===== src/rtl/serializer_ctrl.sv =====
`default_nettype none
// ============================================================================
// Module      : serializer_ctrl
// Description : Bring-up controller for a three-channel TMDS serializer path.
//               It synchronizes the clock-generator lock and waits for a run of
//               stable lock cycles. It then holds the OSERDES in reset, sends
//               control symbols for a training window, and finally passes the
//               encoder symbols through. Losing lock, a retrain request or reset
//               restarts the sequence.
// Ports       : i_clk          pixel clock (only clock)
//               i_rst          synchronous active-high reset
//               i_clk_lock     clock-generator lock (asynchronous to i_clk)
//               i_retrain      single-cycle request to restart training
//               i_data_1..3    TMDS symbols from the encoders
//               o_data_1..3    registered symbols to the serializers
//               o_rst_oserdes  serializer reset (high = hold in reset)
//               o_active       high only while passing data through
//               o_state        0=WAIT_LOCK 1=RESET 2=TRAIN 3=RUN
// Revision    : 1.0 - initial release
// ============================================================================
module serializer_ctrl #(
    parameter int         LOCK_CYCLES  = 16,
    parameter int         RST_CYCLES   = 8,
    parameter int         TRAIN_CYCLES = 64,
    parameter logic [9:0] CTRL_SYM     = 10'b1101010100
) (
    input  logic       i_clk,
    input  logic       i_rst,
    input  logic       i_clk_lock,
    input  logic       i_retrain,
    input  logic [9:0] i_data_1,
    input  logic [9:0] i_data_2,
    input  logic [9:0] i_data_3,
    output logic [9:0] o_data_1,
    output logic [9:0] o_data_2,
    output logic [9:0] o_data_3,
    output logic       o_rst_oserdes,
    output logic       o_active,
    output logic [1:0] o_state
);

    localparam int c_max_cycles =
        (LOCK_CYCLES > RST_CYCLES)
            ? ((LOCK_CYCLES > TRAIN_CYCLES) ? LOCK_CYCLES : TRAIN_CYCLES)
            : ((RST_CYCLES  > TRAIN_CYCLES) ? RST_CYCLES  : TRAIN_CYCLES);
    localparam int c_cnt_w = $clog2(c_max_cycles) + 1;

    localparam logic [c_cnt_w-1:0] c_lock_last  = c_cnt_w'(LOCK_CYCLES - 1);
    localparam logic [c_cnt_w-1:0] c_rst_last   = c_cnt_w'(RST_CYCLES - 1);
    localparam logic [c_cnt_w-1:0] c_train_last = c_cnt_w'(TRAIN_CYCLES - 1);
    localparam logic [c_cnt_w-1:0] c_cnt_one    = c_cnt_w'(1);

    typedef enum logic [1:0] {
        ST_WAIT_LOCK = 2'd0,
        ST_RESET     = 2'd1,
        ST_TRAIN     = 2'd2,
        ST_RUN       = 2'd3
    } state_t;

    state_t               r_state;
    state_t               w_state_nxt;
    logic [c_cnt_w-1:0]   r_cnt;
    logic [c_cnt_w-1:0]   w_cnt_nxt;
    logic                 r_lock_meta;
    logic                 r_lock_s;
    logic [9:0]           r_data_1;
    logic [9:0]           r_data_2;
    logic [9:0]           r_data_3;

    // ------------------------------------------------------------------
    // State, counter, synchronizer and output data registers
    // ------------------------------------------------------------------
    always_ff @(posedge i_clk) begin
        if (i_rst) begin
            r_state     <= ST_WAIT_LOCK;
            r_cnt       <= '0;
            r_lock_meta <= 1'b0;
            r_lock_s    <= 1'b0;
            r_data_1    <= CTRL_SYM;
            r_data_2    <= CTRL_SYM;
            r_data_3    <= CTRL_SYM;
        end else begin
            r_state     <= w_state_nxt;
            r_cnt       <= w_cnt_nxt;
            r_lock_meta <= i_clk_lock;
            r_lock_s    <= r_lock_meta;
            // One shared select keeps the three channels skew-free.
            if (r_state == ST_RUN) begin
                r_data_1 <= i_data_1;
                r_data_2 <= i_data_2;
                r_data_3 <= i_data_3;
            end else begin
                r_data_1 <= CTRL_SYM;
                r_data_2 <= CTRL_SYM;
                r_data_3 <= CTRL_SYM;
            end
        end
    end

    // ------------------------------------------------------------------
    // Next-state logic
    // ------------------------------------------------------------------
    always_comb begin
        w_state_nxt = r_state;
        w_cnt_nxt   = r_cnt;

        if (!r_lock_s) begin
            // Lock loss wins over every other transition, and in
            // WAIT_LOCK it also restarts the stability count.
            w_state_nxt = ST_WAIT_LOCK;
            w_cnt_nxt   = '0;
        end else begin
            case (r_state)
                ST_WAIT_LOCK: begin
                    if (r_cnt == c_lock_last) begin
                        w_state_nxt = ST_RESET;
                        w_cnt_nxt   = '0;
                    end else begin
                        w_cnt_nxt = r_cnt + c_cnt_one;
                    end
                end
                ST_RESET: begin
                    if (r_cnt == c_rst_last) begin
                        w_state_nxt = ST_TRAIN;
                        w_cnt_nxt   = '0;
                    end else begin
                        w_cnt_nxt = r_cnt + c_cnt_one;
                    end
                end
                ST_TRAIN: begin
                    if (i_retrain) begin
                        w_cnt_nxt = '0;
                    end else if (r_cnt == c_train_last) begin
                        w_state_nxt = ST_RUN;
                        w_cnt_nxt   = '0;
                    end else begin
                        w_cnt_nxt = r_cnt + c_cnt_one;
                    end
                end
                ST_RUN: begin
                    if (i_retrain) begin
                        w_state_nxt = ST_TRAIN;
                        w_cnt_nxt   = '0;
                    end
                end
                default: begin
                    w_state_nxt = ST_WAIT_LOCK;
                    w_cnt_nxt   = '0;
                end
            endcase
        end
    end

    // Decoded from the state register alone so they cannot glitch on
    // input activity.
    assign o_rst_oserdes = (r_state == ST_WAIT_LOCK) || (r_state == ST_RESET);
    assign o_active      = (r_state == ST_RUN);
    assign o_state       = r_state;
    assign o_data_1      = r_data_1;
    assign o_data_2      = r_data_2;
    assign o_data_3      = r_data_3;

endmodule
`default_nettype wire


===== config.mk =====
export PLATFORM = sky130hd
export DESIGN_NAME = serializer_ctrl
export DESIGN_NICKNAME = d
export VERILOG_FILES = /design/src/rtl/serializer_ctrl.sv
export SDC_FILE = /design/constraint.sdc
export NUM_CORES = 1
export LEC_CHECK = 0
export BUFFER_PORTS_ARGS = -buffer_cell sky130_fd_sc_hd__buf_2
export CAP_MARGIN = 0
export CELL_PAD_IN_SITES_DETAIL_PLACEMENT = 1
export CELL_PAD_IN_SITES_GLOBAL_PLACEMENT = 1
export CORE_MARGIN = 2
export CORE_UTILIZATION = 37
export CTS_BUF_LIST = sky130_fd_sc_hd__clkbuf_4
export DETAILED_ROUTE_END_ITERATION = 10
export PLACE_DENSITY_LB_ADDON = 0.1
export SETUP_SLACK_MARGIN = 0.02
export SYNTH_ARGS = -nofsm -noshare
export SYNTH_HDL_FRONTEND = slang
export SYNTH_SLANG_ARGS = --single-unit

===== constraint.sdc =====
create_clock -name i_clk -period 2 [get_ports i_clk]
set_input_delay 0.3 -clock i_clk [delete_from_list [all_inputs] [get_ports i_clk]]
set_output_delay 0.3 -clock i_clk [all_outputs]
set_load 0.01 [all_outputs]

# Word-level counts from Yosys, hierarchy flattened
# Index checks and enable logic that the tools add are counted.
word_totals:
  ff_bits: 41
classes:
  n_reduce_logical: 5
  n_eq_ne: 11
  addsub: 1
  mux: 12
  bitwise: 2
ops:
  columns: ["op", "n"]
  rows:
  - ["$mux W7", 5]
  - ["$pmux W7 S4", 1]
  - ["$mux W2", 5]
  - ["$ne A2 B2 Y1 const B", 5]
  - ["$pmux W2 S4", 1]
  - ["$add A7 B1 Y7 const B", 1]
  - ["$eq A7 B3 Y1 const B", 1]
  - ["$eq A7 B4 Y1 const B", 1]
  - ["$eq A7 B6 Y1 const B", 1]
  - ["$reduce_and A5 Y1", 1]
  - ["$eq A2 B2 Y1 const B", 2]
  - ["$reduce_or A2 Y1", 2]
  - ["$eq A2 B1 Y1 const B", 1]
  - ["$logic_not A2 Y1", 1]
  - ["$not A1 Y1", 2]
  - ["$logic_or A1 B1 Y1", 1]

# Depth between registers and ports, before layout
logic_depth:
  ltp_word: 4
  mapped_depth: 5
  depth_no_buf: 5

# Worst setup path after synthesis
# Ideal clock, no wire load.
synth_path:
  path_kind: "reg-to-reg"
  startpoint: "reg r_cnt[0]"
  endpoint: "reg r_cnt[1]"
  required_ns: 1.878
  synth_period_minus_slack_ns: 1.256
  stages_incl_launch_ff: 6
  setup_ns: 0.122
  arrival_ns: 1.134
  slack_ns: 0.744
  path_buffers: 0
  path_cell_list: "dfxtp_1 > ha_1 > and3b_2 > nand3_1 > o211ai_2 > nor2_1"
synth_via:
  elab_chain_cells: 4
  elab_cells_between_ends: 9
  classes_between: "add/sub (1); eq/ne (3); mux (5)"
synth_rtl:
  columns: ["item", "line_no", "rtl"]
  rows:
  - ["start: declaration", "62", "logic [c_cnt_w-1:0] r_cnt;"]
  - ["start signal: assignment", "84", "r_cnt <= w_cnt_nxt;"]
  - ["$add A7 B1 Y7 or $eq A7 B6 Y1 (tied branches)", null, null]
  - ["$mux W7", "133", "end else if (r_cnt == c_train_last) begin"]
  - ["$mux W7", "131", "if (i_retrain) begin"]
  - ["$pmux W7 S4 *", "113", "case (r_state)"]
# Every way passes the cells marked *; elsewhere a longest branch is shown, timed or not.
# A chain may end at the register's enable or synchronous reset.

# Worst setup path in the final report
layout_path:
  startpoint: "reg r_state[1], in the netlist o_state[1]"
  endpoint: "out o_active"
layout_via:
  elab_chain_cells: 1
layout_rtl:
  columns: ["item", "line_no", "rtl"]
  rows:
  - ["start: declaration", "60", "state_t r_state;"]
  - ["start signal: assignment", "83", "r_state <= w_state_nxt;"]
  - ["$eq A2 B2 Y1", "157", "assign o_active = (r_state == ST_RUN);"]
  - ["end: declaration", "38", "output logic o_active,"]
# Every way passes these cells.

==> impl_results.md <==
- 1st-pass router iterations: 4
- Crit-path max cell delay: 0.64 ns
- FP Rows: 22
- Final period utilization: 0.885
- TritonCTS Buffers: 5
- Buffers added on ports: 67
- Top cell type's share of synthesized area: 0.600
- Final nets: 231
- N_diodes: 0
- DIE HEIGHT: 64.8 microns
- Setup CP Type: flip-flop to primary output
- DRC: 0
- Mapped Cells: between 100 and 150
- Die area: 4200 sq um
- Max Freq: 0.565 GHz
- 1st-iter DRT viols: slightly below 60
- Number of max-cap violations: 0
- I/O pin count: 68
- Layout cells sized above 1: 0.406
- Final min period: approximately 1.8 ns
- Register area share after synthesis: 0.600
- Clock skew: ~0.0086 ns
- Setup_tns: 0 ns
- Cells along the critical path: nand2_2 -> inv_1 -> buf_2
- Critical Path End Type: primary output
- Total GRT Usage: 0.160
- Wirelength per Cell: between 10 and 15 microns
- Synth Net Count: 162
- CTS Buffer Depth: 2
- Critical Path Slowest Stage Cell: dfxtp_1
- Clock sink count: just over 40
- Width of the die: approximately 65 microns
- Area contributors post-synth: dfxtp_1, and2_1, or3_1
- Worst-Margin Slew: slightly below 0.5 ns
- Routability cong.: 0.850
- Largest net degree at the start of global routing: 20
- Syn-to-layout area delta: 30.6%
- Clk slew on worst S/H paths: around 0.11 ns
- Placed cell areas: 1740 sq um
- Max-slew violations: 0
- Setup Viol. Count Final: 0
- RSZ-0062 raised after global routing: no
- Post-synth cell types: 31
- Total grt overflow: 0
- Yosys reg bits: approximately 40
- Postcts setup bufs: 0
- Worst Path Arrival: approximately 1.5 ns
- Detailed Route WL: approximately 2.9 mm
- LEAKAGE: between 0.8 and 0.9 nW
- Maximum vdd drop: roughly 0.35 mV
- Design area: ~1800 sq um
- Pwr/cell area: about 690 nW/um^2
- CP max FO: 17
- Synth Warn #: 0
- DP HPWL: 2.19 mm
- CTS resizes: 0
- Synthesized cell area: ~1400 sq um
- Final Hold Fails: 0
- Filler instances: 442
- Min-delay worst type: input port to flip-flop
- Vias: between 1000 and 1500
- CTS tree: done
- Antenna violations before repair: 0
- First-pass GRT wire length: 5.00 mm
- CORE AREA: between 3000 and 4000 sq um
- Mean Syn Cell Area: roughly 11 sq um
- Vias in the first global route: ~1200
- Final ANT Viol Nets: 0
- Synth area leader: dfxtp_1
- Root Buffer: clkbuf_4
- Slew margin rel.: 0.678
- Outcome: completed
- Initial Util: 0.379
- Via density: 4.53
- Hold_buf cts: 0
- Fin util: 0.495
- H-tree depth: 2
- CP required: around 1.7 ns
- Clock insertion delay at the later pin of the skew report: 0.33 ns
- CP Launch Type: flip-flop
- Leading cell types in the layout, fill and taps excluded: buf_2, dfxtp_1, and2_1
- Most common cell after layout, fill and taps aside: buf_2
==> layout make-up <==
type / instances / area, sq um / area share
inverter: 4 / 15.0 / 0.00841
clock inverter: 3 / 12.5 / 0.00701
clock buffer: 5 / 37.5 / 0.0210
multi-input combinational: 77 / 504 / 0.282
timing repair buffer: 67 / 335 / 0.188
tap: 48 / 60.1 / 0.0336
sequential: 41 / 821 / 0.460
==> per-layer routing <==
metal / part of all wire / GRT usage / vias up
li1: - / - / 554
met1: 0.38 / 0.155 / 506
met2: 0.51 / 0.274 / 49
met3: 0.11 / 0.0990 / 2
met4: 0.0042 / 0.0612 / 0
met5: 0 / 0 / -
==> cell usage after synthesis, drive strengths merged <==
library cell  count
nand2b            1
dfxtp            41
and3              4
o211ai            1
or3              15
and3b             1
nand4             3
ha                1
nand4b            1
and2             17
xnor2             2
nand2             4
nor2b             2
clkbuf            4
mux2i             1
xor2              5
a31oi             2
buf               1
o21ai             1
nor2             11
inv               4
a21oi             2
a22oi             1
nand3             1
nand3b            1
==> per-stage QoR <==
stage | hold slack [ns] | instances | worst slack [ns] | power [W]
finish | 0.138 | 245 | 0.229 | 0.00123
global placement | 0.417 | 237 | 0.541 | 0.000879
CTS | 0.114 | 245 | 0.193 | 0.00126
floorplan | 0.402 | 127 | 0.744 | 0.000847
global route | 0.0982 | 245 | 0.0241 | 0.00131
detailed placement | 0.429 | 237 | 0.398 | 0.000881
==> worst max-delay path: cells and delay by family (launching register included) <==
| family | cells | cell delay, ns |
|---|---|---|
| buf+inv | 2 | 0.23 |
| flops | 1 | 0.64 |
| simple gates | 1 | 0.28 |
==> flip-flops by register name, indices dropped and copies added, names as in the netlist <==
signal and flops:
r_lock_s 1, o_data_2 10, o_state 2, o_data_3 10, r_lock_meta 1, o_data_1 10
r_cnt 7
==> cell families after synthesis <==
group / Yosys count / share of synthesized area
AND/OR/NAND/NOR: 61 / 0.270
multiplexers: 1 / 0.00732
XOR/XNOR: 7 / 0.0448
AO/OA/AOI/OAI: 7 / 0.0375
flip-flops: 41 / 0.600
adder cells (fa/ha/maj): 1 / 0.00915
buffers and inverters: 9 / 0.0311
==> path summary, 6_finish.rpt <==
kind	from	to	slack [ns]	cells after the start
max	o_state[1]$_SDFFE_PP0P_	o_active	0.23	3
min	i_data_1[4]	o_data_1[4]$_SDFF_PP1_	0.14	2
max reg2reg	o_state[1]$_SDFFE_PP0P_	o_data_2[7]$_SDFF_PP0_	0.42	3
min reg2reg	r_lock_meta$_SDFF_PP0_	r_lock_s$_SDFF_PP0_	0.45	1
==> power breakdown <==
group / internal [W] / leakage (nW) / total [W] / switching, W
logic: 0.0000263 / 0.491 / 0.0000413 / 0.0000150
registers: 0.000819 / 0.331 / 0.000820 / 0.000000976
clock network: 0.000127 / 0.0300 / 0.000372 / 0.000244
No activity file was read; power rests on OpenSTA's default activity.
